--- src/rtl/fir_ctrl_fsm_param.sv ---
// Load/compute control for a ping-pong-bank FIR. Output valid NUM_READS+4 cycles after iEnSample.
// Coefficients use a valid/ready handshake. Samples that arrive while busy are dropped and counted.
module fir_ctrl_fsm_param #(
  parameter int NUM_TAPS = 33,
  parameter int NUM_MAC  = 3,
  parameter int ADDR_W   = 4,
  localparam int MSEL_W  = (NUM_MAC > 1) ? $clog2(NUM_MAC) : 1
) (
  input  logic              iClk,
  input  logic              iRst,
  input  logic              iUpdateFlag,
  input  logic              iCoeffValid,
  output logic              oCoeffReady,
  input  logic              iEnSample,
  output logic              oWrCsn,
  output logic              oWrBank,
  output logic [MSEL_W-1:0] oWrMacSel,
  output logic [ADDR_W-1:0] oWrAddr,
  output logic              oWrZero,
  output logic              oRdCsn,
  output logic              oRdBank,
  output logic [ADDR_W-1:0] oRdAddr,
  output logic              oMacClr,
  output logic              oMacEn,
  output logic              oAccEn,
  output logic              oEnOut,
  output logic              oBusy,
  output logic              oCoeffValid,
  output logic              oOverrun,
  output logic [7:0]        oOverrunCnt
);

  localparam int NUM_READS = (NUM_TAPS + NUM_MAC - 1) / NUM_MAC;
  localparam int NUM_SLOTS = NUM_MAC * NUM_READS;
  localparam int IDX_W     = $clog2(NUM_SLOTS);
  localparam logic [IDX_W-1:0]  LAST_TAP  = IDX_W'(NUM_TAPS - 1);
  localparam logic [IDX_W-1:0]  LAST_SLOT = IDX_W'(NUM_SLOTS - 1);
  localparam logic [ADDR_W-1:0] LAST_RD   = ADDR_W'(NUM_READS - 1);
  localparam bit                NEED_PAD  = (NUM_SLOTS > NUM_TAPS);

  typedef enum logic [1:0] {W_IDLE, W_LOAD, W_PAD, W_DONE} wstate_e;
  typedef enum logic [2:0] {C_IDLE, C_WAIT, C_FETCH, C_LOOP, C_FLUSH, C_SUM, C_OUTPUT} cstate_e;

  wstate_e           w_q, w_d;
  cstate_e           c_q, c_d;
  logic [IDX_W-1:0]  idx_q, idx_d;
  logic [ADDR_W-1:0] waddr_q, waddr_d;
  logic [MSEL_W-1:0] wmsel_q, wmsel_d;
  logic [ADDR_W-1:0] rd_q, rd_d;
  logic              bank_q, bank_d;
  logic              cvalid_q, cvalid_d;
  logic              ovr_q, ovr_d;
  logic [7:0]        ovr_cnt_q, ovr_cnt_d;
  logic              swap, wr_step, busy;

  always_ff @(posedge iClk) begin
    if (iRst) begin
      w_q       <= W_IDLE;
      c_q       <= C_IDLE;
      idx_q     <= '0;
      waddr_q   <= '0;
      wmsel_q   <= '0;
      rd_q      <= '0;
      bank_q    <= 1'b0;
      cvalid_q  <= 1'b0;
      ovr_q     <= 1'b0;
      ovr_cnt_q <= '0;
    end else begin
      w_q       <= w_d;
      c_q       <= c_d;
      idx_q     <= idx_d;
      waddr_q   <= waddr_d;
      wmsel_q   <= wmsel_d;
      rd_q      <= rd_d;
      bank_q    <= bank_d;
      cvalid_q  <= cvalid_d;
      ovr_q     <= ovr_d;
      ovr_cnt_q <= ovr_cnt_d;
    end
  end

  always_comb begin
    w_d = w_q;  c_d = c_q;  idx_d = idx_q;  waddr_d = waddr_q;  wmsel_d = wmsel_q;
    rd_d = rd_q;  bank_d = bank_q;  cvalid_d = cvalid_q;  ovr_cnt_d = ovr_cnt_q;
    wr_step     = 1'b0;
    oCoeffReady = 1'b0;
    oWrCsn      = 1'b1;
    oWrZero     = 1'b0;
    oRdCsn      = 1'b1;
    oRdAddr     = '0;
    oMacClr     = 1'b0;
    oMacEn      = 1'b0;
    oAccEn      = 1'b0;
    oEnOut      = 1'b0;
    busy        = (c_q != C_IDLE) && (c_q != C_WAIT);
    swap        = (w_q == W_DONE) && !busy;

    case (w_q)
      W_LOAD: begin
        oCoeffReady = 1'b1;
        oWrCsn      = ~iCoeffValid;
        if (iCoeffValid) begin
          wr_step = 1'b1;
          if (idx_q == LAST_TAP) w_d = NEED_PAD ? W_PAD : W_DONE;
        end
      end
      W_PAD: begin
        oWrCsn  = 1'b0;
        oWrZero = 1'b1;
        wr_step = 1'b1;
        if (idx_q == LAST_SLOT) w_d = W_DONE;
      end
      W_DONE: begin
        if (swap) begin
          w_d      = W_IDLE;
          bank_d   = ~bank_q;
          cvalid_d = 1'b1;
        end
      end
      default: ;
    endcase

    // Counters walk MAC-major: address wraps at NUM_READS, then the MAC select advances.
    if (wr_step) begin
      idx_d = idx_q + 1'b1;
      if (waddr_q == LAST_RD) begin
        waddr_d = '0;
        wmsel_d = wmsel_q + 1'b1;
      end else begin
        waddr_d = waddr_q + 1'b1;
      end
    end

    // A restart wins over everything except the swap already decided above.
    if (iUpdateFlag) begin
      w_d     = W_LOAD;
      idx_d   = '0;
      waddr_d = '0;
      wmsel_d = '0;
    end

    case (c_q)
      C_IDLE:  if (swap) c_d = C_WAIT;
      C_WAIT:  if (iEnSample) c_d = C_FETCH;
      C_FETCH: begin
        oRdCsn  = 1'b0;
        oMacClr = 1'b1;
        rd_d    = '0;
        c_d     = C_LOOP;
      end
      C_LOOP: begin
        oMacEn = 1'b1;
        if (rd_q != LAST_RD) begin
          oRdCsn  = 1'b0;
          oRdAddr = rd_q + 1'b1;
          rd_d    = rd_q + 1'b1;
        end else begin
          c_d = C_FLUSH;
        end
      end
      C_FLUSH:  c_d = C_SUM;
      C_SUM: begin
        oAccEn = 1'b1;
        c_d    = C_OUTPUT;
      end
      C_OUTPUT: begin
        oEnOut = 1'b1;
        c_d    = C_WAIT;
      end
      default: c_d = C_IDLE;
    endcase

    ovr_d = busy && iEnSample;
    if (ovr_d && (ovr_cnt_q != 8'hFF)) ovr_cnt_d = ovr_cnt_q + 8'd1;
  end

  assign oWrBank     = ~bank_q;
  assign oWrMacSel   = wmsel_q;
  assign oWrAddr     = waddr_q;
  assign oRdBank     = bank_q;
  assign oBusy       = busy;
  assign oCoeffValid = cvalid_q;
  assign oOverrun    = ovr_q;
  assign oOverrunCnt = ovr_cnt_q;

endmodule

--- config.mk ---
export PLATFORM = sky130hd
export DESIGN_NAME = fir_ctrl_fsm_param
export DESIGN_NICKNAME = d
export VERILOG_FILES = /design/src/rtl/fir_ctrl_fsm_param.sv
export SDC_FILE = /design/constraint.sdc
export NUM_CORES = 1
export LEC_CHECK = 0
export ABC_AREA = 1
export CAP_MARGIN = 20
export CORE_MARGIN = 1
export CORE_UTILIZATION = 45
export CTS_BUF_LIST = sky130_fd_sc_hd__clkbuf_4 sky130_fd_sc_hd__clkbuf_8
export DETAILED_ROUTE_END_ITERATION = 6
export GPL_TIMING_DRIVEN = 0
export PLACE_DENSITY = 0.72
export SYNTH_ARGS = -nofsm -noshare
export SYNTH_HDL_FRONTEND = slang
export SYNTH_SLANG_ARGS = --single-unit
--- constraint.sdc ---
create_clock -name iClk -period 3.3 [get_ports iClk]
set_clock_uncertainty 0.15 [all_clocks]
set_input_delay 0.99 -clock iClk [delete_from_list [all_inputs] [get_ports iClk]]
set_output_delay 0.99 -clock iClk [all_outputs]
set_load 0.01 [all_outputs]
==> flow_summary.json <==
{
  "cp_max_fo": 7,
  "grt_usage_pct": 19.50,
  "drive_gt1_share_pct": 7.616,
  "coreArea_um2": 3689,
  "vias": 1683,
  "fin_crit_ns": 3.174,
  "root_buffer": "clkbuf_8",
  "synth_top_cells_by_area": "dfxtp_1 (37%), nand2_1 (13%), inv_1 (8.4%)",
  "dp_hpwl_mm": 2.769,
  "ys_warn_count": 0,
  "end_kind": "output pin",
  "first_global_vias": 1515,
  "avgViaCountPerCell": 4.809,
  "worstPathArrival_ns": 2.03,
  "hold_viol": 0,
  "required_ns": 2.16,
  "drc": 0,
  "diodes": 0,
  "hold_depth": 2,
  "clk_latency_ns": 0.29,
  "fp.dieH_um": 64.12,
  "yosysUniqueCellTypes": 25,
  "rsz0062_at_grt": "no",
  "async_flop_share_pct": 0,
  "syn_area_per_cell_um2": 6.705,
  "cellPowerDensity_nw_per_um2": 357.4,
  "yosysSeqAreaShare_pct": 36.89,
  "synth_top_area_share_pct": 36.89,
  "synth_edf_count": 0,
  "cts_buffer_depth": 2,
  "finalSetupTns_ns": 0,
  "synth_most_common_cell": "nand2_1",
  "holdCritStartpoint": "oWrAddr[2]",
  "cp-startpoint": "rd_q[0]",
  "wire_per_inst_um": 10.53,
  "cts_buffers": 5,
  "grt_max_degree": 11,
  "utilization_pct": 60.82,
  "clkTransAtPathRegs_ns": 0.06,
  "rows": 22,
  "dominantRegCellSynth": "dfxtp_1",
  "grt_pass1_wl_mm": 6.230,
  "portBuffers": 35,
  "drtIter0Drc": 55,
  "peakVddDrop_uv": 195.1,
  "nNetsFinal": 315,
  "fillers": 363,
  "h-tree-depth": 2,
  "die_area_um2": 4111,
  "grt-ovfl-total": 0,
  "die_w_um": 64.12,
  "clock-sinks": 32,
  "initial_core_util_pct": 47.08,
  "fin_cells": 350,
  "start_kind": "flip-flop",
  "cts_resized": 1,
  "slew_headroom_pct": 64.36,
  "routabilityCongestion": 0.8013,
  "syn_inst": 259,
  "pin_count": 36,
  "stdcell_area_um2": 2243,
  "p_leak_nw": 0.9100,
  "cts_tree": "built",
  "r2r_start": "w_q[0]",
  "ys_top_cells_by_count": "nand2_1 (60), inv_1 (39), nor2_1 (35), dfxtp_1 (32), a21oi_1 (21)",
  "yosys.area.top_type": "dfxtp_1",
  "status": "complete, no violations",
  "syn_nets": 273,
  "areaGrowthSynthToFinish_pct": 29.18,
  "tightest_slew_ns": 0.5335,
  "dr.pass1.iters": 4,
  "maxCapViolCount": 0,
  "max_freq_ghz": 0.3150,
  "cts_setup_buffers": 0,
  "finalSetupViolCount": 0,
  "finalCritPeriodShare_pct": 96.19,
  "wl_mm": 3.685,
  "placed_cell_area_um2": 2147,
  "synthesis.area_um2": 1737,
  "min_path_type": "flip-flop to flip-flop",
  "cts_hold_buf": 0,
  "dp.cells": 342,
  "ant_nets": 0,
  "reg2regPathDepth": 6,
  "worst-setup-path-type": "flip-flop to output pin",
  "ys_ff_latch": 32,
  "grt_antenna_before_repair": 0,
  "report.final.slew_viol_count": 0
}
[cell type report]
class                      instances  area (um2)  area share, %
multi-input combinational        181       923.4          41.16
sequential                        32       640.6          28.56
timing repair buffer              35       349.1          15.56
inverter                          45       168.9          7.529
clock buffer                       8       97.59          4.350
tap                               48       60.06          2.677
buffer                             1       3.754         0.1673
[cells by family (layout without fill, tap and decap cells)]
group,after synthesis,count (layout),share of synthesized area (%)
simple gates,129,129,32.21
buf+inv,46,89,9.942
compound gates,37,37,11.46
flops,32,32,36.89
fa+ha+maj,9,9,6.484
xor+xnor,6,6,3.026
[flip-flops by register name, indices dropped and copies added (netlist names)]
name         count
oWrMacSel        2
oOverrunCnt      8
w_q              2
oCoeffValid      1
oWrAddr          4
idx_q            6
c_q              3
oOverrun         1
oRdBank          1
rd_q             4
[report_power, final]
| part | internal (mW) | leakage, nW | switching [mW] |
|---|---|---|---|
| Clock | 0.186 | 0.0523 | 0.145 |
| Sequential | 0.392 | 0.258 | 0.00744 |
| Combinational | 0.0279 | 0.600 | 0.0429 |
[metal layers]
metal / wire (um) / global-route usage (%)
met5: 0 / 0
met4: 70 / 7.500
met2: 1707 / 33.24
met1: 1767 / 22.02
met3: 140 / 7.143
[worst max-delay path: stages, from the launching register on]
cell and delay (ns):
dfxtp_1 0.37, inv_1 0.09, ha_1 0.20, inv_1 0.05
nor2_1 0.04, nand2_1 0.10, nand2_4 0.08, or2_4 0.24
inv_1 0.05, clkdlybuf4s50_1 0.52
[path summary, 6_finish.rpt]
check        slack [ns]         end
max                0.13  oRdAddr[1]
max reg2reg        1.43  oWrAddr[0]
min reg2reg        0.35  oWrAddr[2]
min                0.35  oWrAddr[2]
[layout by cell type (no fill, tap or decap), types with 3 or more instances in the layout]
master / count
clkbuf_8: 6
nor2_1: 35
xor2_1: 5
o21ai_1: 5
nand2_1: 60
nand4_1: 3
dfxtp_1: 32
nand3_1: 16
inv_1: 39
clkdlybuf4s50_1: 34
ha_1: 9
a21oi_1: 21
o21ai_0: 6
inv_2: 6
nor3_1: 6
[metrics by stage]
step                hold WS (ns)  total power, mW  worst slack, ns
floorplan                 0.3084           0.4539           0.8698
global placement          0.3234           0.4796          -0.1532
detailed placement        0.3296           0.4806          -0.1549
CTS                       0.3503           0.8116           0.1121
global route              0.3751           0.8362         0.008781
finish                    0.3468           0.8018           0.1258
No activity file was read; power rests on OpenSTA's default activity.
